--- src/rtl/fir_ctrl_pkg.sv ---
// Shared state type and default sizes for the FIR stream sequencer.
package fir_ctrl_pkg;

    localparam int DEF_INPUT_W  = 16;
    localparam int DEF_OUTPUT_W = 38;
    localparam int DEF_ADDR_W   = 18;
    localparam int DEF_TIMEOUT  = 255;
    localparam int TIMER_W      = 8;

    typedef enum logic [2:0] {
        S_IDLE,
        S_FETCH,
        S_LOAD,
        S_ISSUE,
        S_WAIT,
        S_STORE,
        S_DONE
    } fir_ctrl_state_t;

endpackage

--- src/rtl/fir_timeout_timer.sv ---
// Counts consecutive cycles spent waiting on the FIR and flags the cycle
// in which the count reaches TimeoutCycles.
module fir_timeout_timer
    import fir_ctrl_pkg::*;
#(
    parameter int TimeoutCycles = DEF_TIMEOUT
) (
    input  logic clkk,
    input  logic rst_n,
    input  logic clear,
    input  logic enable,
    output logic expired
);

    logic [TIMER_W-1:0] r_count;
    logic [TIMER_W-1:0] w_countNext;

    assign w_countNext = r_count + 1'b1;

    // Flag the enabled cycle whose increment lands on TimeoutCycles, so the
    // waiter sees exactly TimeoutCycles cycles before giving up.
    assign expired = enable && (w_countNext == TIMER_W'(TimeoutCycles));

    always_ff @(posedge clkk) begin
        if (!rst_n) begin
            r_count <= '0;
        end else if (clear) begin
            r_count <= '0;
        end else if (enable) begin
            r_count <= w_countNext;
        end
    end

endmodule

--- src/rtl/fir_stream_ctrl.sv ---
// Streams a block of samples from the sample RAM through the FIR core one at
// a time and writes each result to the result RAM, with a response timeout.
module fir_stream_ctrl
    import fir_ctrl_pkg::*;
#(
    parameter int InputWidth    = DEF_INPUT_W,
    parameter int OutputWidth   = DEF_OUTPUT_W,
    parameter int AddrWidth     = DEF_ADDR_W,
    parameter int TimeoutCycles = DEF_TIMEOUT
) (
    input  logic                   clkk,
    input  logic                   rst_n,
    input  logic                   start,
    input  logic [AddrWidth-1:0]   num_samples,
    output logic                   rd_en,
    output logic [AddrWidth-1:0]   rd_addr,
    input  logic [InputWidth-1:0]  rd_data,
    output logic                   fir_in_valid,
    output logic [InputWidth-1:0]  fir_in,
    input  logic                   fir_out_valid,
    input  logic [OutputWidth-1:0] fir_out,
    output logic                   wr_en,
    output logic [AddrWidth-1:0]   wr_addr,
    output logic [OutputWidth-1:0] wr_data,
    output logic                   busy,
    output logic                   done,
    output logic                   timeout_err,
    output logic [AddrWidth-1:0]   sample_count
);

    fir_ctrl_state_t        r_state;
    fir_ctrl_state_t        w_stateNext;
    logic [AddrWidth-1:0]   r_numSamples;
    logic [AddrWidth-1:0]   r_idx;
    logic [AddrWidth-1:0]   r_rdAddr;
    logic [AddrWidth-1:0]   r_wrAddr;
    logic [AddrWidth-1:0]   r_sampleCount;
    logic [InputWidth-1:0]  r_firIn;
    logic [OutputWidth-1:0] r_wrData;
    logic                   r_timeoutErr;
    logic [AddrWidth-1:0]   w_idxInc;
    logic                   w_lastSample;
    logic                   w_timerExpired;

    assign w_idxInc     = r_idx + 1'b1;
    assign w_lastSample = (w_idxInc == r_numSamples);

    fir_timeout_timer #(
        .TimeoutCycles(TimeoutCycles)
    ) u_timer (
        .clkk    (clkk),
        .rst_n   (rst_n),
        .clear   (r_state == S_ISSUE),
        .enable  (r_state == S_WAIT),
        .expired (w_timerExpired)
    );

    always_ff @(posedge clkk) begin
        if (!rst_n) begin
            r_state <= S_IDLE;
        end else begin
            r_state <= w_stateNext;
        end
    end

    always_comb begin
        w_stateNext = r_state;
        case (r_state)
            S_IDLE: begin
                if (start) begin
                    w_stateNext = (num_samples == '0) ? S_DONE : S_FETCH;
                end
            end
            S_FETCH: w_stateNext = S_LOAD;
            S_LOAD:  w_stateNext = S_ISSUE;
            S_ISSUE: w_stateNext = S_WAIT;
            S_WAIT: begin
                if (fir_out_valid) begin
                    w_stateNext = S_STORE;
                end else if (w_timerExpired) begin
                    w_stateNext = S_IDLE;
                end
            end
            S_STORE: w_stateNext = w_lastSample ? S_DONE : S_FETCH;
            S_DONE:  w_stateNext = S_IDLE;
            default: w_stateNext = S_IDLE;
        endcase
    end

    // Addresses are loaded on entry to FETCH/STORE so they hold between strobes.
    always_ff @(posedge clkk) begin
        if (!rst_n) begin
            r_numSamples  <= '0;
            r_idx         <= '0;
            r_rdAddr      <= '0;
            r_wrAddr      <= '0;
            r_sampleCount <= '0;
            r_firIn       <= '0;
            r_wrData      <= '0;
            r_timeoutErr  <= 1'b0;
        end else begin
            case (r_state)
                S_IDLE: begin
                    if (start) begin
                        r_numSamples  <= num_samples;
                        r_sampleCount <= '0;
                        r_timeoutErr  <= 1'b0;
                        r_idx         <= '0;
                        if (num_samples != '0) begin
                            r_rdAddr <= '0;
                        end
                    end
                end
                S_LOAD: r_firIn <= rd_data;
                S_WAIT: begin
                    if (fir_out_valid) begin
                        r_wrData <= fir_out;
                        r_wrAddr <= r_idx;
                    end else if (w_timerExpired) begin
                        r_timeoutErr <= 1'b1;
                    end
                end
                S_STORE: begin
                    r_sampleCount <= r_sampleCount + 1'b1;
                    if (!w_lastSample) begin
                        r_idx    <= w_idxInc;
                        r_rdAddr <= w_idxInc;
                    end
                end
                default: ;
            endcase
        end
    end

    assign rd_en        = (r_state == S_FETCH);
    assign rd_addr      = r_rdAddr;
    assign fir_in_valid = (r_state == S_ISSUE);
    assign fir_in       = r_firIn;
    assign wr_en        = (r_state == S_STORE);
    assign wr_addr      = r_wrAddr;
    assign wr_data      = r_wrData;
    assign busy         = (r_state != S_IDLE);
    assign done         = (r_state == S_DONE);
    assign timeout_err  = r_timeoutErr;
    assign sample_count = r_sampleCount;

endmodule

--- config.mk ---
export PLATFORM = sky130hd
export DESIGN_NAME = fir_stream_ctrl
export DESIGN_NICKNAME = d
export VERILOG_FILES = /design/src/rtl/fir_ctrl_pkg.sv /design/src/rtl/fir_timeout_timer.sv /design/src/rtl/fir_stream_ctrl.sv
export SDC_FILE = /design/constraint.sdc
export NUM_CORES = 1
export LEC_CHECK = 0
export CAP_MARGIN = 20
export CORE_MARGIN = 1.5
export CORE_UTILIZATION = 44
export DETAILED_ROUTE_END_ITERATION = 8
export MAX_ROUTING_LAYER = met4
export PLACE_DENSITY = 0.74
export SLEW_MARGIN = 20
export SYNTH_ARGS = -nofsm -noshare
export SYNTH_HDL_FRONTEND = slang
export SYNTH_SLANG_ARGS = --single-unit
--- constraint.sdc ---
create_clock -name clkk -period 2.35 [get_ports clkk]
set_input_delay 0.5875 -clock clkk [delete_from_list [all_inputs] [get_ports clkk]]
set_output_delay 0.5875 -clock clkk [all_outputs]
set_load 0.01 [all_outputs]
# == After elaboration in Yosys (flattened, before gate mapping) ==
# Cells that the tools add are included.
# totals
reg_bits,156
input_bits,76
out_inout_bits,114
word_cells,60
# classes
addsub,3
n_eq_ne,14
mux,17
bitwise,1
reduce_logical,15
# ops
op,n
one-hot mux 18 bit (2 select lines),3
two-way mux 18 bit,4
"adder 18 x 1 -> 18 bit, second input constant",2
== test 18 bit,1
logical NOT 18 bit,1
one-hot mux 3 bit (6 select lines),1
nonzero test 18 bit,1
two-way mux 3 bit,5
"!= test 2 bit, second input constant",5
"== test 3 bit, second input constant",3
"adder 8 x 1 -> 8 bit, second input constant",1
"== test 8 bit, second input constant",1
AND reduction 2 bit,4
AND reduction 4 bit,2
"== test 3 x 2 -> 1 bit, second input constant",2
nonzero test 2 bit,2
"== test 3 x 1 -> 1 bit, second input constant",1
logical NOT 3 bit,1
two-way mux 1 bit,3
"!= test 3 bit, second input constant",1
AND reduction 3 bit,1
nonzero test 3 bit,1
one-hot mux 1 bit (2 select lines),1
OR reduction 2 bit,1
2 further kinds,2

# == Logic depth before layout (Yosys ltp) ==
# Gate-level depths: netlist of the first run.
# depth
word_depth,6
ltp_mapped,11
depth_no_buf,9

# == Hierarchy ==
# Synthesis of the first run repeated with hierarchy kept, for this count alone.
# hier_totals
hier_cells,880
area_unflattened_um2,7119.3
# by_module_without_submodules
module,instances,cells_per_inst,area_per_inst_um2,seq_area_each_um2
fir_stream_ctrl,1,833,6698.9,2962.8
fir_timeout_timer,1,47,420.4,160.2

# == Least setup slack after synthesis of the first run ==
# No wires, ideal clock.
# synth_timing
path_type,reg2reg
start,register r_idx[1]
end,"register r_rdAddr[17], in the netlist rd_addr[17]"
setup_ps,116
arrival_time_ps,2413
required_time_ps,2234
slack_ps,-179
path_stages_with_launch,12
n_path_buf,2
synth_period_minus_slack_ps,2529
path_cell_list,dfxtp_1 ha_1 nand3_2 or2_2 o221ai_1 a2111oi_2 nand4b_2 nor2_4 a211o_1 buf_6 buf_6 a31o_1
# synth_between
elab_chain_len,4
word_cells_on_any_way,6
classes_between,add/sub (1); eq/ne (2); mux (2); reduce/logical (1)
# synth_lines
item,line,text
start: declaration,fir_stream_ctrl.sv:34,logic [AddrWidth-1:0] r_idx;
start signal: assignment,fir_stream_ctrl.sv:126,r_idx <= w_idxInc;
adder 18 x 1 -> 18 bit (*),fir_stream_ctrl.sv:45,assign w_idxInc = r_idx + 1'b1;
== test 18 bit,fir_stream_ctrl.sv:46,assign w_lastSample = (w_idxInc == r_numSamples);
!= test 2 bit (no line),n/a,
AND reduction 4 bit (no line),n/a,
end signal: assignment,fir_stream_ctrl.sv:127,r_rdAddr <= w_idxInc;
end: declaration,fir_stream_ctrl.sv:35,logic [AddrWidth-1:0] r_rdAddr;
# Every way passes the cells marked *; elsewhere a longest branch is shown, timed or not. The select of a mux whose other input is x is not followed.
# A chain may end at the register's enable or synchronous reset.

# == Worst setup path after layout of the first run ==
# layout_timing
start,register r_idx[1]
end,"register r_rdAddr[5], in the netlist rd_addr[5]"
# Same word-level chain as after synthesis.

==> results.ini, run 1 <==
[finish]
drive_gt1_frac = 0.190
area_delta_synth_final_pct = 53.2
n_antenna_cell = 0
mostFrequentLayoutCells = nand2_1 (211), clkdlybuf4s50_1 (185), dfxtp_1 (141)
fillers = 1232
layout_commonest_cell = nand2_1
regArea_um2 = 3150
multi_input_area_um2 = 3990
fin_nets = 1160

[route]
routed_via_density = 5.15
wirelength_um = 20600
wire_per_inst_um = 15.7
dr_total_vias = 6740
drt_pass1_iterations = 5
drcViolationCount = 0
ant_nets = 0
drt_iter0_markers = 558

[logic_synthesis]
synth_area_leader_cell = dfxtp_1
synth_area_um2 = 7020
ys_seq_area_frac = 0.445
synth_compound_area_frac = 0.205
syn_inst = 830
synth_top_family_by_area = simple AND/OR/NAND/NOR gates
synth_cell_type_count = 61
synth_simple_gate_area_frac = 0.241
yosys_most_used_dff = dfxtp_1
synth-seq-cells = 156
avgSynthCellArea_um2 = 8.46
ys_top_cells_by_area = dfxtp_1 (44%), nand2_1 (11%), a21boi_0 (10%), nor2_1 (2.5%), xnor2_1 (2.5%)
synthDominantCellAreaShare = 0.445
synthAdderAreaFrac = 0.00713
synth-edff-count = 0
synthMuxAreaShare = 0.0107
synth_xor_area_frac = 0.0499
synth_fp_nets = 910
ys_warn_count = 0
async_flop_share = 0

[critical_path]
rr_startpoint = r_idx[1]
crit_buf_inv = 2
cp-startpoint = r_idx[1]
cp_slowest_stage_delay_ps = 410
crit_path_max_fanout = 8
crit_type = reg -> reg
cp.arrival_ps = 2950
end_kind = flop
crit_chain = ha_4 > buf_4 > a31oi_1 > o21ai_0 > nand3_2 > a2111oi_4 > nand4b_4 > o21ai_4 > buf_12 > nor2_2 > a31o_2
path_delay_family = compound AO/OA/AOI/OAI gates
startpoint_type = flop
crit_slowest_cell = a2111oi_4
crit_required_ps = 2670

[pwr]
power_density_nw_per_um2 = 570
p_leak_nw = 4.14
max-vdd-ir-drop_uv = 458

[die]
die_area_um2 = 16700
die_h_um = 129
die_x_um = 129
std_cell_rows = 46
coreArea_um2 = 15700
initial_utilization = 0.447
boundaryPins = 190

[cts]
clock_latency_ps = 430
cts_tree = built
cts_max_level = 4
cts_root_buf = clkbuf_16
cts-buffers-inserted = 17
path_clk_slew_ps = 60
numClockSinks = 156
cts_buffer_depth = 2

[timing]
layout_setup_ws_ps = -272
hold_viol = 0
tightest_slew_ps = 561
rsz0062_at_grt = true
setup-violations-final = 39
min_period_ps = 2620
timing.fmax_mhz = 381
report.final.slew_viol_count = 0
finalCritPeriodShare = 1.12
finClkSkew_ps = 16.6
slew_headroom = 0.626
hold_slack_ps = 459

[min_path]
hold_path.class = reg -> reg
hp-start = wr_addr[1]

[placed_design]
place.detailed.hpwl_um = 13200
gp_congestion = 0.871
place_ws_ps = -807
io_buffers = 189

[run_status]
status = finished with violations
violations = negative setup slack

[flow_run]
max-cap-violations = 0

[global_routing]
grt_pass1_vias = 6165
grtUsageMet2 = 0.398
grt.total_usage = 0.248
grt_pass1_wl_um = 31300
grt.busiest_layer = met2
grt_max_degree = 62
met1_usage = 0.297
overflow = 0
antenna_found_initial = 0
met3_usage = 0.0578

kinds of logic (layout without fill, tap and decap cells):
| logic type | count (synthesis) | in the layout |
|---|---|---|
| AOI/OAI and AO/OA | 195 | 196 |
| xor gates and xnor gates | 40 | 40 |
| adders and majority gates | 4 | 4 |
| buffers and inverters | 66 | 327 |
| DFF | 156 | 156 |
| muxes | 7 | 7 |
| and+or+nand+nor | 362 | 363 |
report_power, final:
group	internal [mW]	switching [mW]	leakage, nW
Clock	1.72	1.08	0.293
Sequential	2.68	0.0415	1.27
Combinational	0.323	0.291	2.58
Total	4.73	1.41	4.14
state kept, by name, summed over array words and instances, names as in the netlist:
name and cells:
r_state 3, wr_data 38, wr_addr 18, fir_in 16, u_timer.r_count 8, timeout_err 1
rd_addr 18, r_idx 18, sample_count 18, r_numSamples 18
repair_timing:
item,4_1_cts,5_1_grt
resized for setup,61,37
buffers inserted,8,7
hold buffers,0,0
gates cloned,4,0
pin swaps,12,21
endpoints found under the setup margin,44,41
through the flow:
stage	cells	setup TNS [ps]	instance area, µm²	total power [mW]	util
after global placement	1258	-18090	9600	3.33	0.611
after CTS	1302	-2840	10500	6.16	0.669
final	1309	-8270	10800	6.14	0.685
after global routing	1309	-11370	10800	6.36	0.685
after floorplan	830	-575	7080	3.04	-
after detailed placement	1258	-18390	9600	3.34	0.611
Yosys cell counts (all sizes together), types with 9 or more instances:
master / n
nand4: 11
a21oi: 14
o21ai: 23
xnor2: 20
nor2: 48
buf: 21
nand3: 24
a31o: 17
and2: 15
nor4: 9
xor2: 20
clkbuf: 37
a21boi: 95
nand2: 213
and3: 9
a21o: 17
dfxtp: 156
worst paths after layout:
| kind | depth (start not counted) | slack, ps | to |
|---|---|---|---|
| min reg2reg | 2 | 460 | wr_addr[1] |
| max | 11 | -270 | rd_addr[5] |
| max reg2reg | 11 | -270 | rd_addr[5] |
| min | 2 | 460 | wr_addr[1] |
worst reg2reg max path, stage by stage (launching register included):
cell       delay, ps
dfxtp_2          360
ha_4             170
buf_4            110
a31oi_1           70
o21ai_0          300
nand3_2          170
a2111oi_4        410
nand4b_4         210
o21ai_4          250
buf_12           180
nor2_2            60
a31o_2           220
cell type report:
cell class | count | share of cell area
Inverter | 8 | 0.00279
Multi-Input combinational cell | 610 | 0.370
Clock inverter | 11 | 0.0133
Clock buffer | 21 | 0.0428
Sequential cell | 156 | 0.293
Tap cell | 216 | 0.0251
Timing Repair Buffer | 287 | 0.253
metal layers:
layer	routed length, µm	part of all wire
met5	0	0
met1	8700	0.42
met3	1170	0.057
met2	10300	0.50
met4	465	0.023
Power figures use the tool's default switching activity.
==> run 2, diff against run 1 <==
--- a/config.mk
+++ b/config.mk
@@ -7,10 +7,11 @@
 export LEC_CHECK = 0
 export CAP_MARGIN = 20
 export CORE_MARGIN = 1.5
-export CORE_UTILIZATION = 44
+export CORE_UTILIZATION = 34
 export DETAILED_ROUTE_END_ITERATION = 8
+export HOLD_SLACK_MARGIN = 0.1
 export MAX_ROUTING_LAYER = met4
-export PLACE_DENSITY = 0.74
+export PLACE_DENSITY = 0.59
 export SLEW_MARGIN = 20
 export SYNTH_ARGS = -nofsm -noshare
 export SYNTH_HDL_FRONTEND = slang
==> results.ini, run 2 (same netlist as run 1, synthesis figures left out) <==
[timing]
hold_slack_ps = 460  ; +0.363 ps
hold_viol = 0  ; unchanged
layout_setup_ws_ps = -200  ; +72.4 ps
slew_headroom = 0.582  ; -0.0443
rsz0062_at_grt = true
timing.fmax_mhz = 392  ; +2.8%
finalCritPeriodShare = 1.08  ; -0.0308
report.final.slew_viol_count = 0  ; unchanged
setup-violations-final = 36  ; -7.7%
tightest_slew_ps = 627  ; +66.5 ps
min_period_ps = 2550  ; -72.4 ps
finClkSkew_ps = 13.2  ; -3.43 ps

[cts]
path_clk_slew_ps = 60  ; about the same
cts-buffers-inserted = 17  ; unchanged
cts_buffer_depth = 2  ; unchanged
numClockSinks = 156  ; unchanged
cts_root_buf = clkbuf_16
cts_tree = built
cts_max_level = 4  ; unchanged
clock_latency_ps = 430  ; about the same
hold_buffers = 0  ; unchanged

[global_routing]
met1_usage = 0.239  ; -0.0574
grt_max_degree = 47  ; -24%
met3_usage = 0.0447  ; -0.0131
overflow = 0  ; unchanged
grt.total_usage = 0.197  ; -0.0512
grt.busiest_layer = met2
grtUsageMet2 = 0.325  ; -0.0732
grt_pass1_vias = 6331  ; +2.7%
antenna_found_initial = 0  ; unchanged
grt_pass1_wl_um = 32700  ; +4.5%

[die]
die_area_um2 = 21500  ; +29%
initial_utilization = 0.347  ; -0.0999
coreArea_um2 = 20200  ; +29%
std_cell_rows = 52  ; +13%
die_x_um = 147  ; +13%
boundaryPins = 190  ; unchanged
die_h_um = 147  ; +13%

[route]
drt_iter0_markers = 279  ; -50%
routed_via_density = 4.80  ; -6.7%
drcViolationCount = 0  ; unchanged
wirelength_um = 20300  ; -1.4%
ant_nets = 0  ; unchanged
drt_pass1_iterations = 4  ; -1
dr_total_vias = 6524  ; -3.2%
wire_per_inst_um = 14.9  ; -5.0%

[placed_design]
dpl.cell_count = 1312  ; +4.3%
gp_congestion = 0.792  ; -9.1%
io_buffers = 189  ; unchanged
place.detailed.hpwl_um = 14000  ; +6.0%
place_ws_ps = -849  ; -41.4 ps

[finish]
finalNonFillerCells = 1358  ; +3.7%
fin_nets = 1155  ; -0.43%
area_delta_synth_final_pct = 51.0
drive_gt1_frac = 0.175  ; -0.0157
mostFrequentLayoutCells = nand2_1 (212), clkdlybuf4s50_1 (184), dfxtp_1 (141)
n_antenna_cell = 0  ; unchanged
largest_reg_flops = 38  ; unchanged
final_util = 0.524  ; -0.161
layout_commonest_cell = nand2_1

[critical_path]
crit_required_ps = 2670  ; about the same
rrSetupSlack_ps = -200  ; +70 ps
rr_endpoint = rd_addr[7]
cp.arrival_ps = 2870  ; -80 ps
startpoint_type = flop
crit_path_max_fanout = 8  ; unchanged
crit_type = reg -> reg
reg2reg_depth = 10  ; -1
end_kind = flop
rr_startpoint = r_idx[6]

[run_status]
violations = negative setup slack
status = finished with violations

[pwr]
p_leak_nw = 4.03  ; -2.7%
max-vdd-ir-drop_uv = 475  ; +3.9%
power_mw = 6.03  ; -1.8%
power_density_nw_per_um2 = 568  ; -0.33%

[min_path]
hp-start = wr_data[18]
holdPathStages = 2  ; unchanged
whs_endpoint = wr_data[18]
hold_path.class = reg -> reg

[flow_run]
max-cap-violations = 0  ; unchanged

-- run 2: cell count changes in the layout (fill, tap and decap cells not counted), sizes merged, moves of 2 or more --
cell,change
buf,-4
bufinv,-2
dlymetal6s2s,+2
inv,+3
-- run 2: how the worst max path moves through the flow --
stage	start	end	slack (ps)	depth (start not counted)
6_report	r_idx[6]	rd_addr[7]	-200	10
5_1_grt	r_idx[6]	rd_addr[3]	-290	9
4_1_cts	r_idx[1]	r_idx[15]	-160	11
3_5_place_dp	num_samples[1]	rd_addr[9]	-850	9
3_3_place_gp	num_samples[1]	rd_addr[9]	-860	9
2_1_floorplan	r_idx[4]	rd_addr[2]	-50	10
-- run 2: critical path, cell delays in order, from the launching register on --
cell	delay, ps
dfxtp_2	350
nand4_4	260
buf_6	210
or2_4	240
o221ai_2	260
a2111oi_4	100
nand4b_4	160
nor2_4	70
a211o_4	370
buf_6	150
a31o_2	240
-- run 2: power by group --
| part | switching [mW] | internal (mW) |
|---|---|---|
| Sequential | 0.0433 | 2.69 |
| Combinational | 0.285 | 0.316 |
| Clock | 1.15 | 1.55 |
-- run 2: layer usage --
metal	vias to the layer above	routed length [µm]
met5	-	0
met4	0	298
met3	22	877
met2	135	9940
met1	3053	9180
li1	3314	-
-- run 2: repair_timing --
| item | CTS | global route |
|---|---|---|
| buffers inserted | 7 | 4 |
| resized for setup | 35 | 34 |
| endpoints found under the setup margin | 44 | 44 |
| cloned | 2 | 1 |
| pin swaps | 17 | 19 |
-- run 2: through the flow --
stage	cell area (µm²)	setup TNS, ps
2_1_floorplan	7080	-575
3_3_place_gp	9650	-19580
3_5_place_dp	9650	-20050
4_1_cts	10400	-4530
5_1_grt	10600	-9210
6_report	10600	-4420
-- run 2: cell type report --
| cell class | instances | area, µm² |
|---|---|---|
| multi-input cells | 609 | 3840 |
| repair buffers | 283 | 2670 |
| clock buffers | 20 | 467 |
| fillers | 1939 | 9630 |
| well taps | 270 | 338 |
| flip-flops and latches | 156 | 3150 |
| inverters | 8 | 30.0 |
| clock inverters | 12 | 111 |
